===== config.mk =====
export PLATFORM = sky130hd
export DESIGN_NAME = filter_out_packetizer
export DESIGN_NICKNAME = d
export VERILOG_FILES = /design/src/rtl/adaptive_filter_pkg.sv /design/src/rtl/sync_fifo.sv /design/src/rtl/filter_out_packetizer.sv
export SDC_FILE = /design/constraint.sdc
export NUM_CORES = 1
export LEC_CHECK = 0
export CORE_UTILIZATION = 50
export CTS_CLUSTER_SIZE = 28
export DETAILED_ROUTE_END_ITERATION = 8
export PLACE_DENSITY = 0.73
export SETUP_SLACK_MARGIN = 0.2
export SLEW_MARGIN = 0
export SYNTH_ARGS = -nofsm -noshare
export SYNTH_HDL_FRONTEND = slang
export SYNTH_SLANG_ARGS = --single-unit

===== constraint.sdc =====
create_clock -name clk -period 6.1 [get_ports clk]
set_clock_uncertainty 0.05 [all_clocks]
set_input_delay 0.61 -clock clk [delete_from_list [all_inputs] [get_ports clk]]
set_output_delay 0.61 -clock clk [all_outputs]
set_load 0.01 [all_outputs]

===== src/rtl/adaptive_filter_pkg.sv =====
// Shared constants and types for the adaptive filter datapath.
//   WORDLENGTH         : filter sample width (signed)
//   OUT_WL             : AXI-Stream output word width
//   FIFO_DEPTH_DEFAULT : default output buffer depth, in samples
//   PKT_LEN_DEFAULT    : default number of transfers per output packet
package adaptive_filter_pkg;

    localparam int unsigned WORDLENGTH         = 14;
    localparam int unsigned OUT_WL             = 16;
    localparam int unsigned FIFO_DEPTH_DEFAULT = 16;
    localparam int unsigned PKT_LEN_DEFAULT    = 32;

    // One buffered sample: mode tag alongside the raw sample.
    typedef struct packed {
        logic                         mode;
        logic signed [WORDLENGTH-1:0] data;
    } pkt_entry_t;

    localparam int unsigned ENTRY_W = $bits(pkt_entry_t);

    function automatic logic [OUT_WL-1:0] sign_extend(input logic [WORDLENGTH-1:0] d);
        return {{(OUT_WL - WORDLENGTH){d[WORDLENGTH-1]}}, d};
    endfunction

endpackage


===== src/rtl/sync_fifo.sv =====
// Synchronous first-word-fall-through FIFO with occupancy count.
//   clk, srst   : clock, synchronous active-high reset (clears pointers/count)
//   wr_en_i     : write request; accepted only when count_o < DEPTH
//   wr_data_i   : write data
//   rd_en_i     : read/pop request; honoured only when count_o > 0
//   rd_data_o   : oldest entry (zero when empty)
//   full_o      : count_o == DEPTH
//   count_o     : number of stored entries
module sync_fifo #(
    parameter int unsigned WIDTH = 15,
    parameter int unsigned DEPTH = 16
) (
    input  logic                     clk,
    input  logic                     srst,
    input  logic                     wr_en_i,
    input  logic [WIDTH-1:0]         wr_data_i,
    input  logic                     rd_en_i,
    output logic [WIDTH-1:0]         rd_data_o,
    output logic                     full_o,
    output logic [$clog2(DEPTH):0]   count_o
);

    localparam int unsigned AW       = $clog2(DEPTH);
    localparam logic [AW:0]   FULL_CNT = (AW+1)'(DEPTH);
    localparam logic [AW:0]   ONE_CNT  = (AW+1)'(1);
    localparam logic [AW-1:0] ONE_PTR  = AW'(1);

    logic [WIDTH-1:0] mem_q [DEPTH];
    logic [AW-1:0]    wr_ptr_q, wr_ptr_d;
    logic [AW-1:0]    rd_ptr_q, rd_ptr_d;
    logic [AW:0]      count_q,  count_d;
    logic             wr_ok, rd_ok;

    // Full is judged on the pre-cycle count, so a same-cycle pop does not make room.
    assign wr_ok = wr_en_i && (count_q != FULL_CNT);
    assign rd_ok = rd_en_i && (count_q != '0);

    always_comb begin
        wr_ptr_d = wr_ptr_q;
        rd_ptr_d = rd_ptr_q;
        count_d  = count_q;
        if (wr_ok) wr_ptr_d = wr_ptr_q + ONE_PTR;
        if (rd_ok) rd_ptr_d = rd_ptr_q + ONE_PTR;
        unique case ({wr_ok, rd_ok})
            2'b10:   count_d = count_q + ONE_CNT;
            2'b01:   count_d = count_q - ONE_CNT;
            default: count_d = count_q;
        endcase
    end

    always_ff @(posedge clk) begin
        if (srst) begin
            wr_ptr_q <= '0;
            rd_ptr_q <= '0;
            count_q  <= '0;
        end else begin
            wr_ptr_q <= wr_ptr_d;
            rd_ptr_q <= rd_ptr_d;
            count_q  <= count_d;
        end
    end

    always_ff @(posedge clk) begin
        if (!srst && wr_ok) mem_q[wr_ptr_q] <= wr_data_i;
    end

    assign rd_data_o = (count_q != '0) ? mem_q[rd_ptr_q] : '0;
    assign full_o    = (count_q == FULL_CNT);
    assign count_o   = count_q;

endmodule


===== src/rtl/filter_out_packetizer.sv =====
// Buffers filter output samples and emits them as fixed-length AXI-Stream packets.
//   clk, srst   : clock, synchronous active-high reset
//   s_tdata     : signed filter sample, s_tvalid strobe (no backpressure), s_mode tag
//   m_tdata     : sign-extended sample; m_tvalid/m_tready/m_tlast AXI-Stream handshake
//   m_tuser     : mode captured with the sample
//   ovf_clr     : single-cycle clear of overflow status
//   overflow    : sticky dropped-sample flag; drop_cnt: saturating drop count
//   fill_level  : current number of buffered samples
module filter_out_packetizer
    import adaptive_filter_pkg::*;
#(
    parameter int unsigned FIFO_DEPTH = FIFO_DEPTH_DEFAULT,
    parameter int unsigned PKT_LEN    = PKT_LEN_DEFAULT
) (
    input  logic                        clk,
    input  logic                        srst,
    input  logic [WORDLENGTH-1:0]       s_tdata,
    input  logic                        s_tvalid,
    input  logic                        s_mode,
    output logic [OUT_WL-1:0]           m_tdata,
    output logic                        m_tvalid,
    input  logic                        m_tready,
    output logic                        m_tlast,
    output logic                        m_tuser,
    input  logic                        ovf_clr,
    output logic                        overflow,
    output logic [15:0]                 drop_cnt,
    output logic [$clog2(FIFO_DEPTH):0] fill_level
);

    localparam int unsigned PW       = $clog2(PKT_LEN);
    localparam logic [PW-1:0] PKT_LAST = PW'(PKT_LEN - 1);
    localparam logic [PW-1:0] PKT_ONE  = PW'(1);

    pkt_entry_t wr_entry, rd_entry;
    logic       wr_en, full, drop, xfer;
    logic       has_data;

    logic [PW-1:0] pkt_cnt_q, pkt_cnt_d;
    logic          overflow_q, overflow_d;
    logic [15:0]   drop_cnt_q, drop_cnt_d;

    assign wr_entry = '{mode: s_mode, data: s_tdata};
    assign wr_en    = s_tvalid && !srst;
    assign drop     = wr_en && full;

    sync_fifo #(
        .WIDTH (ENTRY_W),
        .DEPTH (FIFO_DEPTH)
    ) u_fifo (
        .clk       (clk),
        .srst      (srst),
        .wr_en_i   (wr_en),
        .wr_data_i (wr_entry),
        .rd_en_i   (xfer),
        .rd_data_o (rd_entry),
        .full_o    (full),
        .count_o   (fill_level)
    );

    // Outputs are held at zero during reset even before the FIFO state clears.
    assign has_data = (fill_level != '0);
    assign m_tvalid = has_data && !srst;
    assign xfer     = m_tvalid && m_tready;
    assign m_tdata  = m_tvalid ? sign_extend(rd_entry.data) : '0;
    assign m_tuser  = m_tvalid && rd_entry.mode;
    assign m_tlast  = m_tvalid && (pkt_cnt_q == PKT_LAST);

    always_comb begin
        pkt_cnt_d  = pkt_cnt_q;
        overflow_d = overflow_q;
        drop_cnt_d = drop_cnt_q;

        if (xfer) pkt_cnt_d = (pkt_cnt_q == PKT_LAST) ? '0 : pkt_cnt_q + PKT_ONE;

        // A drop in the clear cycle wins: the flag stays set and the count restarts at 1.
        if (ovf_clr) begin
            overflow_d = drop;
            drop_cnt_d = drop ? 16'd1 : '0;
        end else if (drop) begin
            overflow_d = 1'b1;
            if (drop_cnt_q != '1) drop_cnt_d = drop_cnt_q + 16'd1;
        end
    end

    always_ff @(posedge clk) begin
        if (srst) begin
            pkt_cnt_q  <= '0;
            overflow_q <= 1'b0;
            drop_cnt_q <= '0;
        end else begin
            pkt_cnt_q  <= pkt_cnt_d;
            overflow_q <= overflow_d;
            drop_cnt_q <= drop_cnt_d;
        end
    end

    assign overflow = overflow_q;
    assign drop_cnt = drop_cnt_q;

endmodule


---- Word-level counts from Yosys, hierarchy flattened ----
Memories as Yosys holds them, arrays and structs flattened. A register that Yosys moved wholly into a read port is not among the register bits.
Index checks and enable logic that the tools add are counted.
word-level totals
  register bits ........................... 35
  bits in writable memories ............... 240
  input bits .............................. 20
  output and inout port bits .............. 41
  word-level logic and storage cells ...... 48
  memories ................................ 1
cells by class
  add/subtract/negate cells ............... 6
  equality and inequality tests ........... 6
  multiplexer cells ....................... 14
  reductions and logical operators ........ 15
memory list
  memory        words  bits a word  read ports  clocked after Yosys merged registers in  write ports  line             source
  u_fifo.mem_q  16     15           1           1                                        1            sync_fifo.sv:28  logic [WIDTH-1:0] mem_q [DEPTH];
operators with widths
  operator                                                               count
  16-bit 2-to-1 mux                                                      4
  16-bit by 1-bit adder with 16-bit output, second input constant        1
  16-bit != test, second input constant                                  1
  15-bit 2-to-1 mux                                                      1
  5-bit by 1-bit adder with 5-bit output, second input constant          2
  5-bit equality test, second input constant                             2
  5-bit case mux with 2 select lines                                     1
  1-bit logical AND                                                      9
  4-bit by 1-bit adder with 4-bit output, second input constant          2
  4-bit 2-to-1 mux                                                       2
  2-bit nonzero test                                                     3
  1-bit 2-to-1 mux                                                       5
  5-bit 2-to-1 mux                                                       1
  5-bit != test, second input constant                                   1
  5-bit nonzero test                                                     1
  5-bit by 1-bit subtractor with 5-bit output, second input constant     1
  2-bit by 1-bit equality test with 1-bit output, second input constant  1
  2-bit equality test, second input constant                             1
  2-bit AND reduction                                                    1
  1-bit logical NOT                                                      1

---- Longest topological paths before layout ----
Gate-level depths: netlist (run 1).
  depth after elaboration ................. 6
  depth in mapped cells ................... 13
  gate-level depth less buffers ........... 11

---- Modules after synthesis ----
A second synthesis (run 1) with hierarchy kept.
second synthesis, totals
  cell total of the unflattened synthesis .. 631
  area total of the unflattened synthesis .. 11338.4 µm²
by module, submodules not included
  module                 times used  cells an instance  area an instance (µm²)  sequential area each (µm²)
  sync_fifo              1           479                10069.7                 7547.2
  filter_out_packetizer  1           152                1268.7                  440.4

---- Least setup slack after synthesis (run 1) ----
OpenSTA, ideal clock, no wires.
  kind .................................... input to register
  start ................................... input srst
  end ..................................... register u_fifo.count_q[4], in the netlist u_fifo.count_o[4]
  setup time .............................. 70 ps
  data arrival time ....................... 3154 ps
  required time ........................... 5980 ps
  slack ................................... 2825 ps
  cell stages on the path ................. 13
  path buffers ............................ 3
  path through ............................ clkbuf_1 nor2b_1 a21boi_1 buf_2 ha_1 clkbuf_1 xor2_1 ha_1 nand2_1 o32ai_1 a211oi_1 or3_1 a21oi_1
on the way
  word-level cells in the longest chain between the ends .. 6
  elaborated cells between the ends (all ways) .. 10
  those cells by class .................... 2 x eq/ne; 1 x mux; 7 x reduce/logical
ends and longest elaborated chain
  element                                                                                line                         source
  start, declared                                                                        filter_out_packetizer.sv:16  input logic srst,
  1-bit logical NOT (*)                                                                  filter_out_packetizer.sv:63  assign m_tvalid = has_data && !srst;
  1-bit logical AND (*)                                                                  filter_out_packetizer.sv:63
  1-bit logical AND (*)                                                                  filter_out_packetizer.sv:64  assign xfer = m_tvalid && m_tready;
  1-bit logical AND (*)                                                                  sync_fifo.sv:36              assign rd_ok = rd_en_i && (count_q != '0);
  named net u_fifo.rd_ok                                                                 sync_fifo.sv:32              logic wr_ok, rd_ok;
  2-bit by 1-bit equality test with 1-bit output or 2-bit equality test (tied branches)  sync_fifo.sv:44              unique case ({wr_ok, rd_ok})
  5-bit case mux with 2 select lines or 2-bit nonzero test (tied branches)               n/a
  end signal, assigned                                                                   sync_fifo.sv:59              count_q <= count_d;
  end, declared                                                                          sync_fifo.sv:31              logic [AW:0] count_q, count_d;
Mark *: on every way through the listed nets, which the timed path passes. The rest lies on a longest branch.
A chain may end at the register's enable or synchronous reset.

==> results of run 1 <==
## cell type report
type                    count  area (um^2)  area share (%)
clock inverters            12          154            1.17
inverters                   7         26.3           0.199
repair buffers             79          743            5.64
clock buffers              40          815            6.18
well taps                 280          350            2.66
multi-input cells         294         3100            23.5
flip-flops and latches    279         8000            60.7
## path summary, 6_finish.rpt
kind | slack (ns) | depth (start not counted) | end
hold reg to reg | 0.40 | 2 | overflow$_SDFFE_PP0P_
setup reg to reg | 2.60 | 10 | u_fifo.count_o[4]$_SDFFE_PP0P_
hold / removal | 0.40 | 2 | overflow$_SDFFE_PP0P_
setup / recovery | 1.75 | 5 | m_tdata[6]
## logic make-up after synthesis
| logic type | Yosys count | share of synthesized area (%) |
|---|---|---|
| buffers and inverters | 43 | 1.95 |
| and+or+nand+nor | 145 | 6.74 |
| adders and majority gates | 10 | 1.11 |
| muxes | 80 | 15.4 |
| DFF | 279 | 70.8 |
| xor gates and xnor gates | 20 | 1.55 |
| AOI/OAI and AO/OA | 39 | 2.46 |
## critical path: stages, from the launching register on
cell and delay (ns):
dfxtp_4 0.94, buf_4 0.45, mux4_2 0.55, mux4_2 0.47, nor2b_1 0.17, clkdlybuf4s50_1 0.54
## per-stage QoR
step | util, % | total power [mW] | hold slack (ns)
6_report | 60.0 | 4.45 | 0.396
5_1_grt | 60.0 | 4.61 | 0.453
4_1_cts | 60.0 | 4.49 | 0.400
3_5_place_dp | 55.6 | 2.73 | 0.392
3_3_place_gp | 55.6 | 2.72 | 0.382
2_1_floorplan | - | 2.56 | 0.394
## cells in the final DEF, fill, tap and decap left out, drive strengths merged, types with 9 or more instances in the layout
cell type,count
nand2b,12
xnor2,14
nor4,9
a21oi,9
ha,10
mux4,75
nor2,45
nand3,9
edfxtp,240
buf,19
clkdlybuf4s50,60
clkbuf,40
nor2b,18
dfxtp,39
nand2,23
## sequential cells by signal, summed over array words and instances (netlist names), named ones only
signal           count
overflow             1
u_fifo.wr_ptr_q      4
u_fifo.count_o       5
u_fifo.mem_q       240
drop_cnt            16
pkt_cnt_q            5
u_fifo.rd_ptr_q      4
## where the power goes
part | internal [mW] | total (mW) | switching, mW
Clock | 1.06 | 1.76 | 0.704
Sequential | 2.10 | 2.18 | 0.0770
Combinational | 0.286 | 0.509 | 0.223
Total | 3.45 | 4.45 | 1.00
## layer usage
metal  share of wire (%)  track usage, %
met5                   0               0
met4                 1.8            5.10
met3                 5.9            3.24
met2                  52            34.6
met1                  41            26.7
==> results by group, run 1 <==
Status
  • Status: finished, violations left
  • Failing checks: design-rule violations

Place
  • Post-DP Area: 12,200 um^2
  • Place WS: 1.86 ns
  • Post-Place Cells: 939
  • DP HPWL: 13,300 um
  • RePlAce Congestion: 0.800
  • I/O Buffers: 60

Clock network
  • Worst-Skew Late Latency: 0.54 ns
  • # hold bufs at CTS: 0
  • Max Buffers Root-to-Sink: 3
  • H-tree depth reported by CTS: 1
  • Post-CTS setup buffers: 0
  • Post_cts resized: 0
  • Clk slew on worst S/H paths: 0.06 ns
  • CTS tree: yes
  • Clock sinks: 279
  • CTS Buf Count: 28
  • CTS root buf: clkbuf_16

Timing
  • TNS Setup: 0 ns
  • Final worst slack: 1.75 ns
  • Fmax achieved: 0.230 GHz
  • Unrepaired setup endpoints after global routing: false
  • Fin crit share: 71.3%
  • Final Hold Vio Count: 0
  • Final min period: 4.35 ns
  • Worst-Margin Slew: 1.07 ns
  • Setup violations, final: 0
  • Slew headroom: 28.3%
  • Max-slew violations: 0

Synth
  • Cell accounting for the most synthesized area: edfxtp_1
  • Post-synthesis average cell area: 18.3 um^2
  • Area share of the largest cell type after synthesis: 63.9%
  • Syn Std Cell Area: 11,300 um^2
  • Fraction of registers with async set/reset: 0%
  • Area contributors post-synth: edfxtp_1 (64%), mux4_2 (15%), dfxtp_1 (6.9%), nor2_1 (1.5%), ha_1 (1.1%)
  • Yosys warns: 0
  • Post-synthesis sequential area ratio: 70.8%
  • Mapped Cells: 616
  • #FFs+latches synth: 279
  • Synth Net Count: 646
  • Commonest cells post-synth: edfxtp_1 (240), mux4_2 (75), nor2_1 (45)
  • Count of different cell masters after synthesis: 52
  • Primary FF master, synth: edfxtp_1
  • Top-count cell post-synth: edfxtp_1
  • Number of enable flip-flop cells after synthesis: 240

Detailed routing
  • WL/cell: 22.9 um
  • DRT Pass-1 Iters: 7
  • Vias per inst: 5.87
  • Antenna violation net count after detailed routing: 0
  • Vias post-DR: 5,820
  • DRT iter0 DRCs: 387
  • DRC: 6
  • Routed wire length: 22,700 um

Floorplan
  • Die Ht: 152 um
  • Die ar.: 23,200 um^2
  • Starting Density: 51.4%
  • Num ports: 61
  • Die Wd: 152 um
  • Num rows: 54
  • Core ar.: 22,000 um^2

Global routing
  • Total track usage: 20.0%
  • Largest net degree at the start of global routing: 61
  • Grt ovf: 0
  • First-pass GRT wire length: 34,900 um
  • Initial antenna violation count: 0
  • Vias in the first global route: 5,935

Setup path
  • Setup crit end kind: output port
  • R2r startpoint: u_fifo.count_o[1]$_SDFFE_PP0P_
  • Critical Path Source Type: register
  • Crit path DAT: 3.69 ns
  • Crit Path Class: reg -> out
  • Worst Path Max Fanout: 45
  • Crit path required time: 5.44 ns

Finish
  • ANT cells: 0
  • Design Area, Final: 13,200 um^2
  • Layout area overhead: 16.8%
  • Final nets: 719
  • Final std cells w/o fill: 991
  • Final-layout fill cell count: 1,513
  • Share of cells above drive strength 1: 21.9%

Power
  • LEAKAGE: 4.12 nW
  • Pwr Density: 338 nW/um^2
  • Worst ir drop on vdd: 0.180 mV

Min path
  • Worst hold start: overflow$_SDFFE_PP0P_
  • Min-delay worst type: reg -> reg

Job
  • Max_cap viols: 0
No activity file was read; power rests on OpenSTA's default activity.
==> run 2: changes to the inputs <==
- PLACE_DENSITY: 0.73 -> 0.76
- clock period: 6.1 -> 3.9 ns (I/O delays scaled with it)
==> results by group, run 2 (synthesis gave the netlist of run 1 again) <==
Detailed routing
  • Vias per inst: 6.00 (+2.2%)
  • DRT iter0 DRCs: 615 (+59%)
  • DRC: 5 (-1)
  • Routed wire length: 23,700 um (+4.3%)
  • DRT Pass-1 Iters: 9 (+2)
  • WL/cell: 23.5 um (+2.5%)
  • Vias post-DR: 6,053 (+4.0%)
  • Antenna violation net count after detailed routing: 0 (unchanged)

Place
  • Place WS: 0.453 ns (-1.41 ns)
  • DP HPWL: 14,400 um (+8.5%)
  • RePlAce Congestion: 0.837 (+4.7%)
  • I/O Buffers: 60 (unchanged)

Global routing
  • Largest net degree at the start of global routing: 35 (-43%)
  • Initial antenna violation count: 0 (unchanged)
  • First-pass GRT wire length: 36,500 um (+4.7%)
  • Vias in the first global route: 6,140 (+3.5%)
  • Total track usage: 21.0% (+1.0 points)
  • Grt ovf: 0 (unchanged)

Timing
  • Fmax achieved: 0.286 GHz
  • Worst-Margin Slew: 1.12 ns (+0.0422 ns)
  • Final min period: 3.50 ns
  • Slew headroom: 25.5% (-2.8 points)
  • Final worst slack: 0.403 ns (-1.35 ns)
  • Final Hold Vio Count: 0 (unchanged)
  • Max-slew violations: 0 (unchanged)
  • TNS Setup: 0 ns (unchanged)
  • Setup violations, final: 0 (unchanged)
  • Unrepaired setup endpoints after global routing: false
  • Final hold slack: 0.397 ns (+0.000949 ns)
  • Fin crit share: 89.7%

Setup path
  • Crit Path Class: reg -> out
  • Setup crit end kind: output port
  • Worst Path Max Fanout: 26 (-42%)
  • Crit path DAT: 3.06 ns (-0.63 ns)
  • Crit path required time: 3.46 ns (-1.98 ns)
  • Critical Path Source Type: register

Finish
  • Max reg flops: 240 (unchanged)
  • Sequential Area: 7990 um^2 (about the same)
  • Multi-input logic area: 3100 um^2 (unchanged)
  • Layout area overhead: 17.1%
  • Share of cells above drive strength 1: 22.7% (+0.72 points)
  • Post-layout util: 60.2% (+0.17 points)
  • Commonest non-fill, non-tap cell in the layout: edfxtp_1
  • Final nets: 737 (+2.5%)
  • Largest Register: u_fifo.mem_q
  • Commonest cells after routing, fill and taps aside: edfxtp_1 (240), mux4_2 (75), clkdlybuf4s50_1 (60)
  • Final-layout fill cell count: 1,508 (-0.33%)
  • ANT cells: 0 (unchanged)

Clock network
  • Clk slew on worst S/H paths: 0.06 ns (about the same)
  • H-tree depth reported by CTS: 1 (unchanged)
  • Worst-Skew Late Latency: 0.52 ns (-0.02 ns)
  • Post_cts resized: 0 (unchanged)
  • Post-CTS setup buffers: 0 (unchanged)
  • Clock sinks: 279 (unchanged)
  • CTS root buf: clkbuf_16
  • # hold bufs at CTS: 0 (unchanged)
  • Max Buffers Root-to-Sink: 3 (unchanged)
  • CTS tree: yes
  • CTS Buf Count: 27 (-3.6%)

Power
  • Pwr Density: 511 nW/um^2 (+51%)
  • Worst ir drop on vdd: 0.352 mV (+95%)
  • LEAKAGE: 4.17 nW (+1.2%)

Floorplan
  • Die ar.: 23,200 um^2 (unchanged)
  • Die Wd: 152 um (unchanged)
  • Core ar.: 22,000 um^2 (unchanged)
  • Die Ht: 152 um (unchanged)
  • Num ports: 61 (unchanged)
  • Num rows: 54 (unchanged)
  • Starting Density: 51.4% (unchanged)

Min path
  • Min-delay worst type: reg -> reg

Status
  • Failing checks: design-rule violations
  • Status: finished, violations left

Job
  • Max_cap viols: 0 (unchanged)
run 2: changes by cell type in the layout (fill, tap and decap cells not counted), sizes merged:
| cell | delta |
|---|---|
| buf | +19 |
| clkbuf | -4 |
| clkinv | +4 |
| clkinvlp | -2 |
run 2: cell type report:
class / count / share of cell area [%]
sequential: 279 / 60.5
multi-input combinational: 294 / 23.4
timing repair buffer: 98 / 6.80
clock buffer: 36 / 5.37
tap: 280 / 2.65
clock inverter: 14 / 1.08
inverter: 7 / 0.199
run 2: power breakdown:
group          leakage [nW]  switching (mW)  internal, mW
Clock                 0.418            1.03          1.47
Combinational          1.27           0.422         0.470
Sequential             2.48          0.0632          3.29
Total                  4.17            1.52          5.23
run 2: layer usage:
layer	wire length [um]	global-route usage (%)	vias to the layer above
met1	9530	28.3	3108
met4	562	6.90	0
met3	1620	3.19	44
met5	0	0	-
met2	12000	35.5	267
li1	-	-	2634
run 2: worst paths after layout:
check | depth (start not counted) | end | slack, ns | from
max reg2reg | 11 | u_fifo.count_o[4]$_SDFFE_PP0P_ | 0.88 | u_fifo.count_o[1]$_SDFFE_PP0P_
max | 5 | m_tdata[6] | 0.40 | register
min | 2 | overflow$_SDFFE_PP0P_ | 0.40 | overflow$_SDFFE_PP0P_
min reg2reg | 2 | overflow$_SDFFE_PP0P_ | 0.40 | overflow$_SDFFE_PP0P_
run 2: critical path, stage by stage (launching register included):
cell	delay, ns
dfxtp_4	0.36
buf_4	0.45
mux4_2	0.59
mux4_2	0.49
nor2b_1	0.15
clkdlybuf4s50_1	0.48
run 2: per-stage QoR:
step / std cells / cell area (um^2) / power (mW)
floorplan: 616 / 11300 / 4.01
global placement: 958 / 12400 / 4.28
detailed placement: 958 / 12400 / 4.31
finish: 1008 / 13200 / 6.75
global route: 1008 / 13200 / 6.98
CTS: 1008 / 13200 / 6.81
